**src/rtl/pc_gen_unit.sv**
```systemverilog
// Program-counter generator for the RV32I fetch path.
// Selects sequential, branch/JAL, JALR or trap next-PC, with a fetch handshake and misaligned-target fault.
//
// state | meaning
// BOOT  | first cycle after reset, no fetch request yet
// RUN   | issuing fetch requests, accepting redirects
// FAULT | misaligned target rejected, waiting for a trap redirect
module pc_gen_unit #(
  parameter int unsigned       XLEN        = 32,
  parameter logic [XLEN-1:0]   RESET_VEC   = '0,
  parameter int unsigned       PC_INC      = 4,
  parameter bit                ALIGN_CHECK = 1'b1
) (
  input  logic            clk_i,
  input  logic            rst_n_i,
  input  logic [1:0]      pc_src_i,
  input  logic            redirect_valid_i,
  input  logic [XLEN-1:0] pc_imm_i,
  input  logic [XLEN-1:0] alu_out_i,
  input  logic [XLEN-1:0] trap_vec_i,
  input  logic            fetch_ready_i,
  output logic [XLEN-1:0] pc_o,
  output logic [XLEN-1:0] pc_plus_inc_o,
  output logic            pc_valid_o,
  output logic            flush_o,
  output logic            misalign_o,
  output logic [XLEN-1:0] misalign_addr_o,
  output logic [1:0]      state_o
);

  typedef enum logic [1:0] {
    S_BOOT  = 2'd0,
    S_RUN   = 2'd1,
    S_FAULT = 2'd2
  } state_e;

  localparam logic [XLEN-1:0] INC       = XLEN'(PC_INC);
  localparam logic [XLEN-1:0] TRAP_MASK = ~XLEN'(3);
  localparam logic [XLEN-1:0] JALR_MASK = ~XLEN'(1);

  state_e          state_q, state_d;
  logic [XLEN-1:0] pc_q, pc_d;
  logic            flush_q, flush_d;
  logic            misalign_q, misalign_d;
  logic [XLEN-1:0] mis_addr_q, mis_addr_d;

  logic [XLEN-1:0] trap_tgt;
  logic [XLEN-1:0] jump_tgt;
  logic            tgt_misaligned;
  logic            fire;
  logic            trap_req;
  logic            jump_req;

  assign trap_tgt       = trap_vec_i & TRAP_MASK;
  assign jump_tgt       = (pc_src_i == 2'd1) ? pc_imm_i : (alu_out_i & JALR_MASK);
  assign tgt_misaligned = ALIGN_CHECK && (jump_tgt[1:0] != 2'b00);
  assign fire           = pc_valid_o & fetch_ready_i;
  assign trap_req       = redirect_valid_i && (pc_src_i == 2'd3);
  assign jump_req       = redirect_valid_i && ((pc_src_i == 2'd1) || (pc_src_i == 2'd2));

  always_ff @(posedge clk_i) begin
    if (!rst_n_i) begin
      state_q    <= S_BOOT;
      pc_q       <= RESET_VEC;
      flush_q    <= 1'b0;
      misalign_q <= 1'b0;
      mis_addr_q <= '0;
    end else begin
      state_q    <= state_d;
      pc_q       <= pc_d;
      flush_q    <= flush_d;
      misalign_q <= misalign_d;
      mis_addr_q <= mis_addr_d;
    end
  end

  always_comb begin
    state_d    = state_q;
    pc_d       = pc_q;
    flush_d    = 1'b0;
    misalign_d = 1'b0;
    mis_addr_d = mis_addr_q;
    unique case (state_q)
      S_BOOT: state_d = S_RUN;
      S_RUN: begin
        // A redirect always wins over a same-cycle sequential advance.
        if (trap_req) begin
          pc_d    = trap_tgt;
          flush_d = 1'b1;
        end else if (jump_req) begin
          flush_d = 1'b1;
          if (tgt_misaligned) begin
            misalign_d = 1'b1;
            mis_addr_d = jump_tgt;
            state_d    = S_FAULT;
          end else begin
            pc_d = jump_tgt;
          end
        end else if (fire) begin
          pc_d = pc_q + INC;
        end
      end
      S_FAULT: begin
        if (trap_req) begin
          pc_d    = trap_tgt;
          flush_d = 1'b1;
          state_d = S_RUN;
        end
      end
      default: state_d = S_BOOT;
    endcase
  end

  assign pc_o            = pc_q;
  assign pc_plus_inc_o   = pc_q + INC;
  assign pc_valid_o      = (state_q == S_RUN);
  assign flush_o         = flush_q;
  assign misalign_o      = misalign_q;
  assign misalign_addr_o = mis_addr_q;
  assign state_o         = state_q;

endmodule

```
**config.mk**
```make
export PLATFORM = sky130hd
export DESIGN_NAME = pc_gen_unit
export DESIGN_NICKNAME = d
export VERILOG_FILES = /design/src/rtl/pc_gen_unit.sv
export SDC_FILE = /design/constraint.sdc
export NUM_CORES = 1
export LEC_CHECK = 0
export CAP_MARGIN = 20
export CELL_PAD_IN_SITES_DETAIL_PLACEMENT = 0
export CELL_PAD_IN_SITES_GLOBAL_PLACEMENT = 1
export CORE_ASPECT_RATIO = 1.2
export CORE_UTILIZATION = 28
export DETAILED_ROUTE_END_ITERATION = 10
export GPL_ROUTABILITY_DRIVEN = 0
export PLACE_DENSITY = 0.81
export SLEW_MARGIN = 20
export SYNTH_ARGS = -nofsm -noshare
export SYNTH_HDL_FRONTEND = slang
export SYNTH_SLANG_ARGS = --single-unit
```
**constraint.sdc**
```tcl
create_clock -name clk_i -period 3 [get_ports clk_i]
set_clock_uncertainty 0.05 [all_clocks]
set_input_delay 0.75 -clock clk_i [delete_from_list [all_inputs] [get_ports clk_i]]
set_output_delay 0.75 -clock clk_i [all_outputs]
set_load 0.03 [all_outputs]
```
After elaboration in Yosys (flattened, before gate mapping)
Cells that the tools add are included.
{"block": "word_totals", "reg_bits": 68, "romBits": 0, "n_memories": 0, "ram_bits": 0, "wordCells": 49, "latch_bits": 0, "out_inout_bits": 101, "input_bits": 102}
{"block": "classes", "addsub": 1, "bitwise_logic": 5, "multipliers": 0, "mux": 17, "n_shift": 0, "div": 0, "n_eq_ne": 11, "magnitude_cmp": 0, "n_reduce_logical": 10}
{"op": "$mux 32", "count": 6}
{"op": "$pmux 32 s2", "count": 1}
{"op": "$add 32x3->32 const B", "count": 1}
{"op": "$reduce_and 4->1", "count": 3}
{"op": "$mux 2", "count": 4}
{"op": "$eq 2x2->1 const B", "count": 3}
{"op": "$pmux 2 s3", "count": 1}
{"op": "$eq 2x1->1 const B", "count": 2}
{"op": "$mux 1", "count": 4}
{"op": "$ne 2x1->1 const B", "count": 2}
{"op": "$ne 2x2->1 const B", "count": 2}
{"op": "$ne 4x1->1 const B", "count": 1}
{"op": "$ne 4x4->1 const B", "count": 1}
{"op": "$not 1->1", "count": 4}
{"op": "$reduce_bool 2->1", "count": 2}
{"op": "$reduce_or 4->1", "count": 1}
{"op": "$logic_and 1x1->1", "count": 2}
{"op": "$logic_not 2->1", "count": 1}
{"op": "$pmux 1 s2", "count": 1}
{"op": "$and 1x1->1", "count": 1}
{"op": "$logic_or 1x1->1", "count": 1}

Longest topological paths before layout
Gate-level depths: netlist (run 1).
{"block": "depth", "word_depth": 7, "mapped_depth": 10, "ltp_nobuf": 8}

Worst setup path after synthesis (run 1)
No wires, ideal clock.
{"block": "synth_path", "path_kind": "reg-to-output", "start": "reg pc_q[4] (netlist: pc_o[4])", "end": "out pc_plus_inc_o[31]", "arrival_time_ps": 2342, "path_buffers": 1, "stages_incl_launch_ff": 7, "path_slack_ps": -142, "path_cell_list": "dfxtp_1 > buf_4 > nand3_1 > or4_4 > nor2_2 > nand4_1 > xnor2_1"}
{"block": "synth_via", "elab_chain_cells": 1}
{"item": "start, declared", "line_no": "42", "rtl": "logic [XLEN-1:0] pc_q, pc_d;"}
{"item": "start signal, assigned", "line_no": "70", "rtl": "pc_q <= pc_d;"}
{"item": "$add 32x3->32", "line_no": "115", "rtl": "assign pc_plus_inc_o = pc_q + INC;"}
{"item": "end, declared", "line_no": "23", "rtl": "output logic [XLEN-1:0] pc_plus_inc_o,"}
No other way between the ends.

Final worst setup path (run 1)
{"block": "layout_path", "start": "reg pc_q[2] (netlist: pc_o[2])", "end": "out pc_plus_inc_o[30]"}
The elaborated chain is that of the path after synthesis.

==> reports/qor.yml, run 1 <==
p_leak_nw: 2.48
syn_nets: 594
yosysUniqueCellTypes: 50
slew_viol_final: 0
initial_core_util: 0.288
numClockSinks: 68
power_density_nw_per_um2: 554
setup_violations: 0
wl_um: 15800
rrSetupSlack_ps: 790
required_ps: 2200
r2r_cells: 9
use_met1: 0.260
grt_setup_unrepaired: "yes"
first_global_vias: 4583
avgViaCountPerCell: 5.14
cts_tree: "done"
grt_usage: 0.213
irDropWorstVdd_v: 0.000264
synth_area_per_cell_um2: 8.23
grt_max_degree: 59
drtIter0Drc: 242
hold_viol_final: 0
dp_hpwl_um: 12100
die_y_um: 133
ant_nets: 0
drt-pass1-iter-count: 8
maxCapViolations: 0
io_buffers: 199
fmax_mhz: 339
outcome: "finished with violations"
fin_hold_ws_ps: 441
hold_end: "misalign_addr_o[0]"
rows: 47
use_met3: 0.0380
cts_made_buffers: 9
overflow: 0
endpoint_kind: "output pin"
synth-seq-area-share: 0.340
cts.htree.levels: 3
clockBufferDepth: 2
min_from: "misalign_addr_o[0]"
synth_edf_count: 0
r2r-end: "pc_o[30]"
fin_nets: 805
synthArstFlopShare: 0
postSynthCellCount: 486
nFillCells: 1312
synth_warnings: 0
slew_headroom: 0.633
min_period_ps: 2950
cp.arrival_ps: 2150
remaining_drc_errors: 24
ys.flop_type: "dfxtp_1"
worstSkewPairLatency_ps: 340
clkTransAtPathRegs_ps: 60
vias: 4487
die_w_um: 111
worstHoldPathType: "register to register"
core_area_um2: 13900
diodes: 0
hold_depth: 2
syn_to_final_growth_pct: 71.8
grt_pass1_wl_um: 24500
grtUsageMet2: 0.363
io_pins: 203
antenna_found_initial: 0
layout-drive-gt1-share: 0.165
busiest_layer: "met2"
root_buffer: "clkbuf_16"
worst-slew-pin-transition_ps: 548
tns_ps: 0
reg2reg_from: "pc_o[2]"
fin_crit_sh: 0.984
violations: "DRC"
wl_per_cell_um: 18.1
dieArea_um2: 14800
netlist_area_um2: 4000
cts_hold_buf: 0
synth_seq_cells: 68
start_kind: "register"
critPathKind: "register to output pin"
crit_fanout: 6
-- critical path, cell delays in order (launching register included) --
cell,delay (ps)
dfxtp_4,390
ha_4,190
nand3_2,130
nor4_4,320
buf_6,170
nand4_1,180
xnor2_2,270
buf_6,160
-- cells by family after synthesis --
| family | share of synthesized area |
|---|---|
| AO/OA/AOI/OAI | 0.247 |
| AND/OR/NAND/NOR | 0.186 |
| flip-flops | 0.340 |
| buffers and inverters | 0.0660 |
| multiplexers | 0.0801 |
| XOR/XNOR | 0.0613 |
| adder cells (fa/ha/maj) | 0.0188 |
-- worst max path at each step --
stage          depth (start not counted)   startpoint                   to
6_report                               7      pc_o[2]    pc_plus_inc_o[30]
5_1_grt                                6     pc_o[10]    pc_plus_inc_o[31]
4_1_cts                                6     pc_o[11]    pc_plus_inc_o[31]
3_5_place_dp                           9  pc_src_i[0]  misalign_addr_o[26]
3_3_place_gp                          10  pc_src_i[1]             pc_o[31]
2_1_floorplan                          6      pc_o[4]    pc_plus_inc_o[31]
-- synth_stat cells (5+ instances only) --
cell type	n	area (um^2)
nor2_1	52	195
o211ai_1	9	67.6
a211oi_1	42	315
nor3_1	6	30.0
ha_1	6	75.1
and3_1	7	43.8
o21ai_0	32	160
xor2_1	9	78.8
a22oi_1	7	52.6
nand3_1	17	85.1
buf_1	5	18.8
mux2i_1	32	320
clkbuf_1	23	86.3
buf_2	7	35.0
inv_1	8	30.0
a31oi_1	6	37.5
xnor2_1	19	166
nand2_1	38	143
a21oi_1	38	190
dfxtp_1	68	1360
nand4_1	5	31.3
-- power breakdown --
group | internal (mW) | switching (mW) | total [mW]
Clock | 0.689 | 0.415 | 1.10
Combinational | 0.704 | 0.868 | 1.57
Sequential | 1.01 | 0.120 | 1.13
Total | 2.40 | 1.40 | 3.81
-- through the flow --
step           cells  total power, mW  setup WS (ps)  utilization  area (um^2)
6_report         873             3.81           46.5        0.495         6870
5_1_grt          873             3.97          -59.6        0.495         6870
4_1_cts          863             3.82          -52.9        0.486         6740
3_5_place_dp     844             2.69          -93.2        0.459         6360
3_3_place_gp     844             2.67           23.0        0.459         6360
2_1_floorplan    486             1.94           12.9            -         4010
-- registers in the layout, indices dropped and copies added, names as in the netlist --
signal / count
misalign_addr_o: 32
pc_o: 32
state_o: 2
flush_o: 1
misalign_o: 1
-- area by class of cell --
cell class | count | area (um^2) | share of cell area
Clock buffer | 11 | 253 | 0.0368
Clock inverter | 5 | 60.1 | 0.00874
Inverter | 8 | 30.0 | 0.00437
Multi-Input combinational cell | 366 | 2470 | 0.359
Sequential cell | 68 | 1380 | 0.201
Tap cell | 171 | 214 | 0.0311
Timing Repair Buffer | 244 | 2460 | 0.359
-- cells in the final DEF (no fill, tap or decap), types with 7 or more instances in the layout --
cell type and count:
clkdlybuf4s50_1 176, nor2_1 52, o21ai_0 32, buf_12 14
nand2_1 38, inv_1 7, nand3_1 14, o211ai_1 9
xnor2_1 16, buf_4 46, a21oi_1 38, dfxtp_1 58
clkbuf_16 9, a211oi_1 42, mux2i_1 32, a22oi_1 7
xor2_1 8, dfxtp_2 7
-- what timing repair did --
item / 4_1_cts / 5_1_grt
buffers inserted: 3 / 10
endpoints found under the setup margin: 16 / 12
pin swaps: 7 / 8
gates resized for setup: 16 / 16
-- layer usage --
metal  vias to the layer above  routed length, um
li1                       2189                  -
met1                      2089               6800
met2                       177               7710
met3                        32                916
met4                         0                415
met5                         -                  0
(Power assumes the default switching activity.)
==> run 2, diff against run 1 <==
- CORE_UTILIZATION: 28 -> 30
- PLACE_DENSITY: 0.81 -> 0.86
- clock period: 3 -> 3.43 ns (I/O delays scaled with it)
==> run 2 against run 1 <==
Setup slack better by 73 ps. Largest cell class unchanged. Hold slack got worse by 13 ps. Critical endpoint is now pc_plus_inc_o[11]. Sequential share of layout area is 0.82 points higher. Highest routed layer unchanged. Critical path type unchanged. The run now ends clean.
==> reports/qor.yml, run 2 (synthesis gave the netlist of run 1 again) <==
power_density_nw_per_um2: 481  # -13%
endpoint_kind: "output pin"
fmax_mhz: 302
avgViaCountPerCell: 5.11  # -0.62%
final_common_cell: "clkdlybuf4s50_1"
cts_resized: 2  # -14
drtIter0Drc: 267  # +10%
rrSetupSlack_ps: 1090  # +300 ps
crit_end: "pc_plus_inc_o[11]"
start_kind: "register"
worstSkewPairLatency_ps: 330  # about the same
overflow: 0  # unchanged
worst-slew-pin-transition_ps: 548  # -0.234 ps
clkTransAtPathRegs_ps: 60  # about the same
irDropWorstVdd_v: 0.000240  # -9.0%
io_buffers: 199  # unchanged
root_buffer: "clkbuf_16"
numClockSinks: 68  # unchanged
die_y_um: 128  # -3.3%
core_area_um2: 12800  # -7.5%
setup_violations: 0  # unchanged
instances_no_fill: 843  # -3.4%
cp-startpoint: "pc_o[6]"
fin_crit_sh: 0.965
drt-pass1-iter-count: 5  # -3
io_pins: 203  # unchanged
vias: 4306  # -4.0%
cts_hold_buf: 0  # unchanged
reg2reg_from: "pc_o[6]"
first_global_vias: 4120  # -10%
wl_um: 15000  # -5.5%
p_leak_nw: 2.32  # -6.6%
syn_to_final_growth_pct: 62.7
min_period_ps: 3310
slew_viol_final: 0  # unchanged
tns_ps: 0  # unchanged
dp.cells: 827  # -2.0%
outcome: "completed"
nFillCells: 1206  # -8.1%
dpl-instance-area_um2: 6230  # -2.1%
fin_nets: 782  # -2.9%
layout-drive-gt1-share: 0.106  # -0.0592
remaining_drc_errors: 0  # -100%
final_core_util: 0.507  # +0.0121
r2r-end: "pc_o[28]"
wl_per_cell_um: 17.8  # -2.1%
grt_usage: 0.214  # +0.000415
dieArea_um2: 13800  # -6.6%
maxCapViolations: 0  # unchanged
initial_core_util: 0.312  # +0.0234
grt_max_degree: 65  # +10%
rows: 45  # -4.3%
ant_nets: 0  # unchanged
cp.arrival_ps: 2400  # +250 ps
diodes: 0  # unchanged
critPathKind: "register to output pin"
final_area_um2: 6510  # -5.2%
cts_made_buffers: 9  # unchanged
clockBufferDepth: 2  # unchanged
grt_pass1_wl_um: 22500  # -8.3%
dp_hpwl_um: 11700  # -3.6%
r2r_cells: 7  # -2
final_cell_mix: "clkdlybuf4s50_1, dfxtp_1, nor2_1, a211oi_1"
antenna_found_initial: 0  # unchanged
die_w_um: 107  # -3.3%
post_cts_buffers: 0  # -3
cts.htree.levels: 3  # unchanged
grt_setup_unrepaired: "no"
hold_viol_final: 0  # unchanged
required_ps: 2520  # +320 ps
worstHoldPathType: "register to register"
crit_fanout: 7  # +1
cts_tree: "done"
slew_headroom: 0.632  # -0.000958
-- run 2: changes by cell type in the layout (fill, tap and decap cells not counted), moves of 3 or more --
cell	change
dfxtp_1	+9
dfxtp_4	-3
buf_6	-3
buf_4	-19
buf_12	-4
dfxtp_2	-6
dlygate4sd2_1	-3
nand3_1	+3
xnor2_1	+3
xnor2_2	-3
clkdlybuf4s50_1	+5
-- run 2: power breakdown --
part	leakage [nW]	switching, mW	internal [mW]
combinational	1.64	0.727	0.569
clock	0.129	0.338	0.507
sequential	0.555	0.111	0.877
total	2.32	1.18	1.95
-- run 2: cell type report --
class,count,area [um^2],share of cell area
Timing Repair Buffer,221,2240,0.345
Sequential cell,68,1360,0.209
Clock inverter,4,25.0,0.00384
Inverter,8,30.0,0.00461
Clock buffer,12,246,0.0379
Multi-Input combinational cell,366,2400,0.368
Tap cell,164,205,0.0315
-- run 2: per-layer routing --
layer,vias to the layer above,routed length (um),track usage
met2,154,7260,0.363
met5,-,0,0
met3,20,713,0.0268
li1,2145,-,-
met1,1987,6680,0.275
met4,0,312,0.0822
-- run 2: stage by stage --
stage          setup slack [ps]  power, mW  hold slack [ps]
2_1_floorplan               181       1.70              533
6_report                    120       3.13              427
5_1_grt                    33.1       3.27              466
3_3_place_gp                228       2.28              394
3_5_place_dp                161       2.30              402
4_1_cts                    40.0       3.14              426
-- run 2: critical path, cell delays in order, from the launching register on --
cell and delay (ps):
dfxtp_1 470, nand4_4 130, buf_4 190, nor2_1 140
and3_1 190, xor2_1 230, clkdlybuf4s50_1 710
-- run 2: worst min path at each step --
stage	slack [ps]	cells past startpoint	startpoint	to
floorplan	530	2	misalign_addr_o[0]	misalign_addr_o[0]
global placement	390	2	misalign_addr_o[0]	misalign_addr_o[0]
detailed placement	400	2	misalign_addr_o[0]	misalign_addr_o[0]
CTS	430	2	misalign_addr_o[0]	misalign_addr_o[0]
global route	470	2	misalign_addr_o[8]	misalign_addr_o[8]
finish	430	2	misalign_addr_o[0]	misalign_addr_o[0]
